$ cat src/rtl/hazard_scoreboard_ctrl.sv
// hazard_scoreboard_ctrl
//   Decode-stage scoreboard for the 5-stage MIPS pipeline. A small counter per
//   architectural register tracks writes that have issued from ID but not yet
//   retired in WB. RAW hazards on rs/rt and counter saturation on the
//   destination stall IF/ID and bubble EX. A watchdog FSM flags stalls that
//   never resolve.
//   Optional build macro: SCOREBOARD_PERF_EN adds stall/issue performance
//   counters (perf_stall_cnt, perf_issue_cnt).
module hazard_scoreboard_ctrl #(
  parameter int NUM_REGS  = 32,
  parameter int ADDR_W    = 5,
  parameter int CNT_W     = 2,
  parameter int STALL_MAX = 15
) (
  input  logic                clk,
  input  logic                reset,
  input  logic                flush,
  input  logic                id_valid,
  input  logic [ADDR_W-1:0]   id_rs,
  input  logic [ADDR_W-1:0]   id_rt,
  input  logic                id_uses_rs,
  input  logic                id_uses_rt,
  input  logic                id_reg_write,
  input  logic [ADDR_W-1:0]   id_wr_addr,
  input  logic                wb_valid,
  input  logic [ADDR_W-1:0]   wb_addr,
  output logic                id_issue,
  output logic                stall_if,
  output logic                stall_id,
  output logic                bubble_ex,
  output logic [NUM_REGS-1:0] pending_vec,
  output logic [3:0]          stall_cycles,
  output logic                err_timeout,
  output logic                err_underflow
`ifdef SCOREBOARD_PERF_EN
  ,
  output logic [31:0]         perf_stall_cnt,
  output logic [31:0]         perf_issue_cnt
`endif
);

  typedef enum logic [1:0] {
    ST_RUN   = 2'd0,
    ST_STALL = 2'd1,
    ST_ERR   = 2'd2
  } state_t;

  localparam logic [CNT_W-1:0] CNT_MAX     = '1;
  localparam logic [3:0]       STALL_LIMIT = 4'(STALL_MAX);

  logic [CNT_W-1:0]    cnt [NUM_REGS];
  logic [CNT_W-1:0]    eff [NUM_REGS];
  logic [NUM_REGS-1:0] rel;
  logic [NUM_REGS-1:0] acq;
  logic                hazard;
  logic                rs_hit;
  logic                rt_hit;
  logic                wr_full;
  logic                stall_any;
  logic                underflow_hit;
  logic                set_timeout;
  state_t              state_q;
  state_t              state_d;
  logic [3:0]          stall_cycles_d;

  // Per-register WB release and the count as seen after this cycle's release.
  always_comb begin
    for (int i = 0; i < NUM_REGS; i++) begin
      rel[i]         = wb_valid && (wb_addr == ADDR_W'(i)) && (i != 0);
      eff[i]         = (cnt[i] != '0) ? cnt[i] - CNT_W'(rel[i]) : cnt[i];
      pending_vec[i] = (cnt[i] != '0);
    end
  end

  // Hazard detection: RAW on sources, or destination counter already full.
  always_comb begin
    rs_hit    = id_uses_rs && (id_rs != '0) && (eff[id_rs] != '0);
    rt_hit    = id_uses_rt && (id_rt != '0) && (eff[id_rt] != '0);
    wr_full   = id_reg_write && (id_wr_addr != '0) && (eff[id_wr_addr] == CNT_MAX);
    hazard    = rs_hit || rt_hit || wr_full;
    stall_any = (id_valid && hazard) || (state_q == ST_ERR);
    id_issue  = id_valid && !hazard && (state_q != ST_ERR);
    stall_if  = stall_any;
    stall_id  = stall_any;
    bubble_ex = stall_any;
  end

  // Acquire on issue of a register-writing instruction; detect underflow.
  always_comb begin
    underflow_hit = 1'b0;
    for (int i = 0; i < NUM_REGS; i++) begin
      acq[i] = id_issue && id_reg_write && (id_wr_addr == ADDR_W'(i)) && (i != 0);
      if (rel[i] && (cnt[i] == '0)) underflow_hit = 1'b1;
    end
  end

  // Outstanding-write counters: +acquire, -release (release ignored at zero).
  // NOTE: sequential state uses non-blocking assignments so every flop samples
  // pre-edge values regardless of block ordering.
  always_ff @(posedge clk or posedge reset) begin
    if (reset) begin
      // NOTE: these counters are discrete flops, not a RAM, so resetting the
      // whole array is legal and keeps pending_vec well defined after reset.
      for (int i = 0; i < NUM_REGS; i++) cnt[i] <= '0;
    end else if (flush) begin
      for (int i = 0; i < NUM_REGS; i++) cnt[i] <= '0;
    end else begin
      for (int i = 0; i < NUM_REGS; i++) begin
        if (acq[i] && !(rel[i] && (cnt[i] != '0))) begin
          cnt[i] <= cnt[i] + CNT_W'(1);
        end else if (!acq[i] && rel[i] && (cnt[i] != '0)) begin
          cnt[i] <= cnt[i] - CNT_W'(1);
        end
      end
    end
  end

  // Watchdog next-state logic: count consecutive stall cycles, trap on limit.
  // NOTE: every output of this block gets a default first so no path leaves a
  // variable unassigned, which would otherwise infer a latch.
  always_comb begin
    state_d        = state_q;
    stall_cycles_d = stall_cycles;
    set_timeout    = 1'b0;
    case (state_q)
      ST_RUN: begin
        if (id_valid && hazard) begin
          state_d        = ST_STALL;
          stall_cycles_d = 4'd1;
        end
      end
      ST_STALL: begin
        if (id_valid && hazard) begin
          if (stall_cycles == STALL_LIMIT) begin
            state_d     = ST_ERR;
            set_timeout = 1'b1;
          end else begin
            stall_cycles_d = stall_cycles + 4'd1;
          end
        end else begin
          state_d        = ST_RUN;
          stall_cycles_d = 4'd0;
        end
      end
      ST_ERR: begin
        state_d = ST_ERR;
      end
      default: begin
        state_d        = ST_RUN;
        stall_cycles_d = 4'd0;
      end
    endcase
    if (flush) begin
      state_d        = ST_RUN;
      stall_cycles_d = 4'd0;
      set_timeout    = 1'b0;
    end
  end

  // Watchdog state and stall-cycle register.
  always_ff @(posedge clk or posedge reset) begin
    if (reset) begin
      state_q      <= ST_RUN;
      stall_cycles <= 4'd0;
    end else begin
      state_q      <= state_d;
      stall_cycles <= stall_cycles_d;
    end
  end

  // Sticky error flags: cleared by reset only, flush leaves them intact.
  always_ff @(posedge clk or posedge reset) begin
    if (reset) begin
      err_timeout   <= 1'b0;
      err_underflow <= 1'b0;
    end else begin
      if (set_timeout) err_timeout <= 1'b1;
      if (!flush && underflow_hit) err_underflow <= 1'b1;
    end
  end

`ifdef SCOREBOARD_PERF_EN
  // Free-running performance counters, wrap at 2^32, reset only.
  always_ff @(posedge clk or posedge reset) begin
    if (reset) begin
      perf_stall_cnt <= 32'd0;
      perf_issue_cnt <= 32'd0;
    end else begin
      if (stall_id) perf_stall_cnt <= perf_stall_cnt + 32'd1;
      if (id_issue) perf_issue_cnt <= perf_issue_cnt + 32'd1;
    end
  end
`endif

endmodule

$ cat config.mk
export PLATFORM = sky130hd
export DESIGN_NAME = hazard_scoreboard_ctrl
export DESIGN_NICKNAME = d
export VERILOG_FILES = /design/src/rtl/hazard_scoreboard_ctrl.sv
export SDC_FILE = /design/constraint.sdc
export NUM_CORES = 1
export LEC_CHECK = 0
export ABC_CLOCK_PERIOD_IN_PS = 7300
export CORE_ASPECT_RATIO = 1.5
export CORE_UTILIZATION = 51
export CTS_CLUSTER_DIAMETER = 50
export DETAILED_ROUTE_END_ITERATION = 10
export GPL_TIMING_DRIVEN = 0
export PLACE_DENSITY = 0.71
export REMOVE_ABC_BUFFERS = 1
export SYNTH_ARGS = -nofsm -noshare
export SYNTH_HDL_FRONTEND = slang
export SYNTH_SLANG_ARGS = --single-unit
$ cat constraint.sdc
create_clock -name clk -period 7.3 [get_ports clk]
set_input_delay 0.73 -clock clk [delete_from_list [all_inputs] [get_ports clk]]
set_output_delay 0.73 -clock clk [all_outputs]
set_load 0.005 [all_outputs]
Word-level counts from Yosys, hierarchy flattened

Index checks and enable logic that the tools add are counted.

Memories: 0
Bits in registers: 70
ROM bits: 0
Word-level logic and storage cells: 750
Output and inout port bits: 42
Latch bits: 0
Input bits: 28
Memory bits (writable): 0

Multipliers: 0
Order comparisons: 3
Reductions and logical operators: 396
Bitwise gates (word level): 3
Add/sub/neg operators: 94
Shift operators: 0
Eq/ne operators: 71
Muxes and demuxes: 148
Divide/modulo/power cells: 0

Operators by type and width:

| operator            | count |
|---|---|
| $logic_and 1x1->1   | 228 |
| $mux 2              | 103 |
| $eq 5x5->1 const B  | 32 |
| $reduce_bool 3->1   | 31 |
| $eq 5x4->1 const B  | 16 |
| $reduce_bool 2->1   | 33 |
| $logic_not 1->1     | 64 |
| $logic_not 2->1     | 32 |
| $add 2x1->2 const B | 31 |
| $mux 62             | 1 |
| $sub 2x1->2         | 31 |
| $sub 2x1->2 const B | 31 |
| $eq 5x3->1 const B  | 8 |
| $mux 1              | 35 |
| $bmux 2 s5          | 3 |
| $eq 5x2->1 const B  | 4 |
| $ge 6x6->1 const B  | 3 |
| $not 5->6           | 3 |
| $mux 4              | 4 |
| $reduce_bool 5->1   | 3 |
| $pmux 4 s3          | 1 |
| $eq 5x1->1 const B  | 2 |
| $ne 4x4->1 const B  | 2 |
| $pmux 2 s3          | 1 |
| 9 further kinds     | 13 |

Longest topological paths before layout

Depth in word-level cells: 35
Mapped depth: 17
Depth with buffers taken out: 15

Least setup slack after synthesis

OpenSTA, ideal clock, no wires.

Path kind: input -> output
Start point: input wb_addr[1]
End point: output stall_id
Path slack: 3.042 ns
Required time: 6.570 ns
Arrival: 3.528 ns
Stages: 16
Path through: nand2b_1 > nor3_1 > nand2_1 > inv_1 > ha_1 > nand2b_1 > a22oi_1 > mux4_2 > and3_1 > or4_1 > a31o_1 > nand2b_1 > or2_2 > nand2_1 > nand2_1 > buf_4

Longest elaborated chain between the ends: 13
Elaborated cells between the ends (all ways): 143
Those cells by class: add/sub: 31; eq/ne: 32; mux: 40; reduce/logical: 40

Ends and longest elaborated chain:

| item                                          | line   | source |
|---|---|---|
| start: declaration                            | 26     | `input logic [ADDR_W-1:0] wb_addr,` |
| $eq 5x5->1 (tied with other cells)            | 69     | `rel[i] = wb_valid && (wb_addr == ADDR_W'(i)) && (i != 0);` |
| $logic_and 1x1->1                             | 69     |  |
| $sub 2x1->2                                   | 70     | `eff[i] = (cnt[i] != '0) ? cnt[i] - CNT_W'(rel[i]) : cnt[i];` |
| $mux 2                                        | 70     |  |
| $bmux 2 s5, on equally long branches          | 77, 78 |  |
| $mux 2, on equally long branches (2 in a row) | 77, 78 |  |
| $reduce_bool 2->1, on equally long branches   | 77, 78 |  |
| $logic_and 1x1->1, on equally long branches   | 77, 78 |  |
| $logic_or 1x1->1                              | 80     | `hazard = rs_hit \|\| rt_hit \|\| wr_full;` |
| $logic_or 1x1->1 *                            | 80     |  |
| $logic_and 1x1->1 *                           | 81     | `stall_any = (id_valid && hazard) \|\| (state_q == ST_ERR);` |
| $logic_or 1x1->1 *                            | 81     |  |
| end: declaration                              | 29     | `output logic stall_id,` |

Mark *: on every way between the ends. The rest lies on a longest branch, timed or not. The select of a mux whose other input is x is not followed.

Worst setup path in the final report

Start point: input wb_addr[2]
End point: output stall_if

Longest elaborated chain between the ends: 13
Elaborated cells between the ends (all ways): 143
Those cells by class: add/sub: 31; eq/ne: 32; mux: 40; reduce/logical: 40

Ends and longest elaborated chain:

| item                                          | line   | source |
|---|---|---|
| $eq 5x5->1 (tied with other cells)            | 69     |  |
| $logic_and 1x1->1                             | 69     |  |
| $sub 2x1->2                                   | 70     |  |
| $mux 2                                        | 70     |  |
| $bmux 2 s5, on equally long branches          | 77, 78 |  |
| $mux 2, on equally long branches (2 in a row) | 77, 78 |  |
| $reduce_bool 2->1, on equally long branches   | 77, 78 |  |
| $logic_and 1x1->1, on equally long branches   | 77, 78 |  |
| $logic_or 1x1->1                              | 80     |  |
| $logic_or 1x1->1 *                            | 80     |  |
| $logic_and 1x1->1 *                           | 81     |  |
| $logic_or 1x1->1 *                            | 81     |  |
| end: declaration                              | 28     | `output logic stall_if,` |

Marks and branches as above.

==> impl_summary.md <==
Final layout
The final net count is 1,124. The area added between synthesis and finish is 13.87%. Cells fill 59.71% of the core in the end. The number of diodes is 0. After the flow finishes, the layout carries non-filler instances totaling 1,264. The layout filler cell count is 1,410.

In the final layout, the share of cells above drive strength 1 is 7.303%.

Clocking
The post-CTS setup buffer count is 0. The total number of H-tree levels is 3. The post-cts resize count is 0. The total clock sinks is 70.

Buffers inserted during clock tree synthesis total 9. In this run, post-CTS hold repair placed 0 buffers. The longest clock path from root to sink contains 2 buffers. The cell at the root of the clock tree is clkbuf_16. The clock-pin slew on the worst setup and hold paths is 0.06 ns. The later pin in the worst-skew pair is clocked with a latency of 0.34 ns. The CTS tree is done.

Placed design
The sum of net half-perimeters after detailed placement is 17,680 µm. The congestion estimate from routability-driven global placement came to 1.005. Before CTS, the worst setup slack after placement is 1.171 ns.

The number of input and output port buffers inserted is 68. After detailed placement, the design holds a cell count of 1,249.

Flow run
The number of max-capacitance violations reported is 0.

Synthesis
The number of flops mapped to enable cells by yosys is 0. Of the post-synthesis cell area, the part taken by muxes is 4.496%. The synthesized instance count is 1,026. In this run the mean area of a mapped cell was 7.458 µm². In the synthesized netlist the async set-or-reset flop fraction comes to 100.0%.

The number of warnings issued by yosys is 0. The synthesized netlist devotes 3.891% of its cell area to XOR and XNOR gates. The proportion of synthesized chip area in sequential cells is 22.89%.

The synthesized netlist devotes 5.232% of its cell area to adder and majority cells. Of the total synthesized cell area, the portion taken by AND, OR, NAND and NOR gates is 32.65%. The mapped netlist covers 7652 µm². The largest family of logic cells by synthesized area is simple AND/OR/NAND/NOR gates.

The synthesized design contains 70 register bits. The most used flip-flop cell after synthesis is dfrtp_1. The distinct cell type count after synthesis is 76. The compound-gate portion of the synthesized area is 23.86%.

Power
For this design the static power due to leakage is 3.756 nW. The cell area power density is 119.3 nW/µm². The maximum vdd drop is 0.00008797 V.

Outcome
The flow ran to the end, and the final reports show no timing, DRC or antenna violations.

Floorplanning
The height of the chip is 152.0 µm. The floorplan step set the die width to 102.0 µm. The number of core rows is 54.

The floorplan die area is 15,510 µm². The area of the core is 14,590 µm². The initial utilization of the core area, before any placement, comes to 52.43%. 70 I/O pins were placed.

Timing
The worst path in the final design needs a cycle of 5.992 ns, including I/O delays and setup. In the post-route analysis, the smallest setup slack over all paths is 1.308 ns. For this run, the top clock speed supported by timing is 166.9 MHz. The share of the clock period used by the worst path is 82.08%.

Measured against its own limit, the worst slew margin works out to 16.59%. The number of slew-limit violations in the final report is 0. Setup violations remaining at the end of the flow were counted as 0. Adding up every negative setup slack in the final design gives 0 ns. The number of failing hold endpoints at the final stage is 0. Setup repair after global routing left no endpoint under its margin. The maximum clock skew at final layout is 0.01329 ns.

At the pin with the least slew margin, the transition time is 1.247 ns.

Global route
The total congestion overflow after global routing is 0. Entering global routing, the biggest net connects 72 pins. The number of global-route vias before repair is 7,184.

The global-route wire length before repair is 37,270 µm. The number of antenna violations at the first check in global routing came to 0. In the global route stage, overall resource usage came out at 31.34%.

Setup path
The top fanout value on the critical path is 8. The internal reg-to-reg setup slack is 2.83 ns. The category of the critical setup timing path is in -> out.

The worst setup path is captured at a primary output. The critical path capture point is stall_if. At the worst endpoint, the required time is 6.57 ns. The arrival time of data at the critical path endpoint is 5.26 ns. In this run the critical register-to-register path is captured at cnt[25]$_DFFE_PP0P_. The most critical setup path has its startpoint at wb_addr[2].

The worst register-to-register path has a depth of 12. The type of origin of the critical path is an input pin. The reg-to-reg startpoint is cnt[38]$_DFFE_PP0P_.

Routing
After detailed routing, the number of remaining DRC violations is 0. The first detailed-routing pass took 5 iterations. The first-iteration detailed-routing DRC count is 571.

For this block, the via count after detailed routing is 7,855. After detailed routing, the total wire length is 23,770 µm. In this run the remaining antenna-violating nets after routing total 0.

The per-cell routed wire length is 18.81 µm. The ratio of routed vias to standard cells is 6.214.

Worst hold path
The worst hold path belongs to the class reg -> reg.
## power by group
part           internal (mW)  leakage [nW]  switching, mW
logic                 0.0557          2.64         0.0986
registers              0.390         0.966        0.00346
clock network          0.307         0.151          0.184
## worst min-delay path by stage
stage | endpoint | cells past startpoint | slack (ns) | startpoint
after floorplan | err_timeout$_DFFE_PP0P_ | 2 | 0.46 | err_timeout$_DFFE_PP0P_
after detailed placement | err_timeout$_DFFE_PP0P_ | 2 | 0.46 | err_timeout$_DFFE_PP0P_
after CTS | err_timeout$_DFFE_PP0P_ | 2 | 0.47 | err_timeout$_DFFE_PP0P_
final | err_timeout$_DFFE_PP0P_ | 2 | 0.46 | err_timeout$_DFFE_PP0P_
after global placement | err_timeout$_DFFE_PP0P_ | 2 | 0.45 | err_timeout$_DFFE_PP0P_
after global routing | err_timeout$_DFFE_PP0P_ | 2 | 0.50 | err_timeout$_DFFE_PP0P_
## flip-flops by register name (all words and copies together), names as in the netlist
signal         cells
err_timeout        1
cnt               62
stall_cycles       4
state_q            2
err_underflow      1
## worst max-delay path, cell delays in order
cell and delay [ns]:
clkdlybuf4s50_1 0.51, nor2b_1 0.74, nand2_1 0.28, inv_1 0.18, ha_1 0.27, nand2b_1 0.08
a22oi_1 0.14, mux4_2 0.49, and3_1 0.19, or4_1 0.51, a31o_1 0.25, nand2b_1 0.11
or2_2 0.13, nand2_1 0.05, nand2_1 0.10, clkdlybuf4s50_1 0.51
## per-layer routing
layer | global-route usage, % | vias up | share of wire (%)
li1 | - | 3765 | -
met3 | 5.014 | 95 | 5.7
met4 | 18.50 | 0 | 6.4
met1 | 38.98 | 3661 | 41
met2 | 50.24 | 334 | 46
met5 | 0 | - | 0
## layout by cell type, fill, tap and decap left out, types with 11 or more instances in the layout
cell type	synthesis	final
o21ai_1	11	11
nand2_1	110	110
clkdlybuf4s50_1	0	67
nand3_1	17	17
inv_1	84	83
a22oi_1	22	22
and3_1	41	41
nor2_1	99	99
nor2b_1	32	32
or2_2	20	20
dfrtp_1	70	70
a41o_1	14	14
o21ai_0	29	29
mux2i_1	22	22
xnor2_1	11	11
nand2b_1	59	59
ha_1	32	32
xor2_1	23	23
a21oi_1	71	71
nand3b_1	19	19
nor3_1	22	22
a211oi_1	22	22
## cell type report
class | count | area, µm² | area share [%]
multi-input cells | 828 | 5370 | 61.63
well taps | 196 | 245.2 | 2.814
inverters | 86 | 325.3 | 3.733
clock buffers | 10 | 239.0 | 2.743
repair buffers | 69 | 698.2 | 8.013
flip-flops and latches | 70 | 1752 | 20.10
clock inverters | 5 | 83.83 | 0.9621
## synth_stat cells, drive strengths merged (10+ instances only)
cell type | count | area share (%)
a2111oi | 10 | 1.6
a211oi | 29 | 3.3
a21oi | 71 | 4.6
a22oi | 22 | 2.2
a31oi | 10 | 0.82
a41o | 14 | 1.8
and3 | 44 | 3.8
buf | 18 | 1.5
clkbuf | 24 | 1.2
dfrtp | 70 | 23
ha | 32 | 5.2
inv | 86 | 4.2
mux2i | 22 | 2.9
nand2 | 110 | 5.4
nand2b | 59 | 4.8
nand3 | 17 | 1.1
nand3b | 19 | 1.9
nor2 | 106 | 5.4
nor2b | 32 | 2.6
nor3 | 23 | 1.6
o21ai | 40 | 2.6
o22ai | 10 | 0.82
or2 | 21 | 1.7
xnor2 | 11 | 1.3
xor2 | 23 | 2.6
## through the flow
stage / power (mW) / hold WS, ns / cell area, µm²
global route: 1.071 / 0.4979 / 8713
detailed placement: 0.5523 / 0.4569 / 8391
CTS: 1.041 / 0.4705 / 8713
global placement: 0.5509 / 0.4483 / 8371
finish: 1.039 / 0.4626 / 8713
floorplan: 0.4753 / 0.4596 / 7445
## kinds of logic (layout without fill, tap and decap cells)
logic type	Yosys count	count (layout)
and+or+nand+nor	471	471
AOI/OAI and AO/OA	260	260
buffers and inverters	128	170
DFF	70	70
xor gates and xnor gates	34	34
adders and majority gates	32	32
muxes	30	30
other	1	1
(Power assumes the default switching activity.)
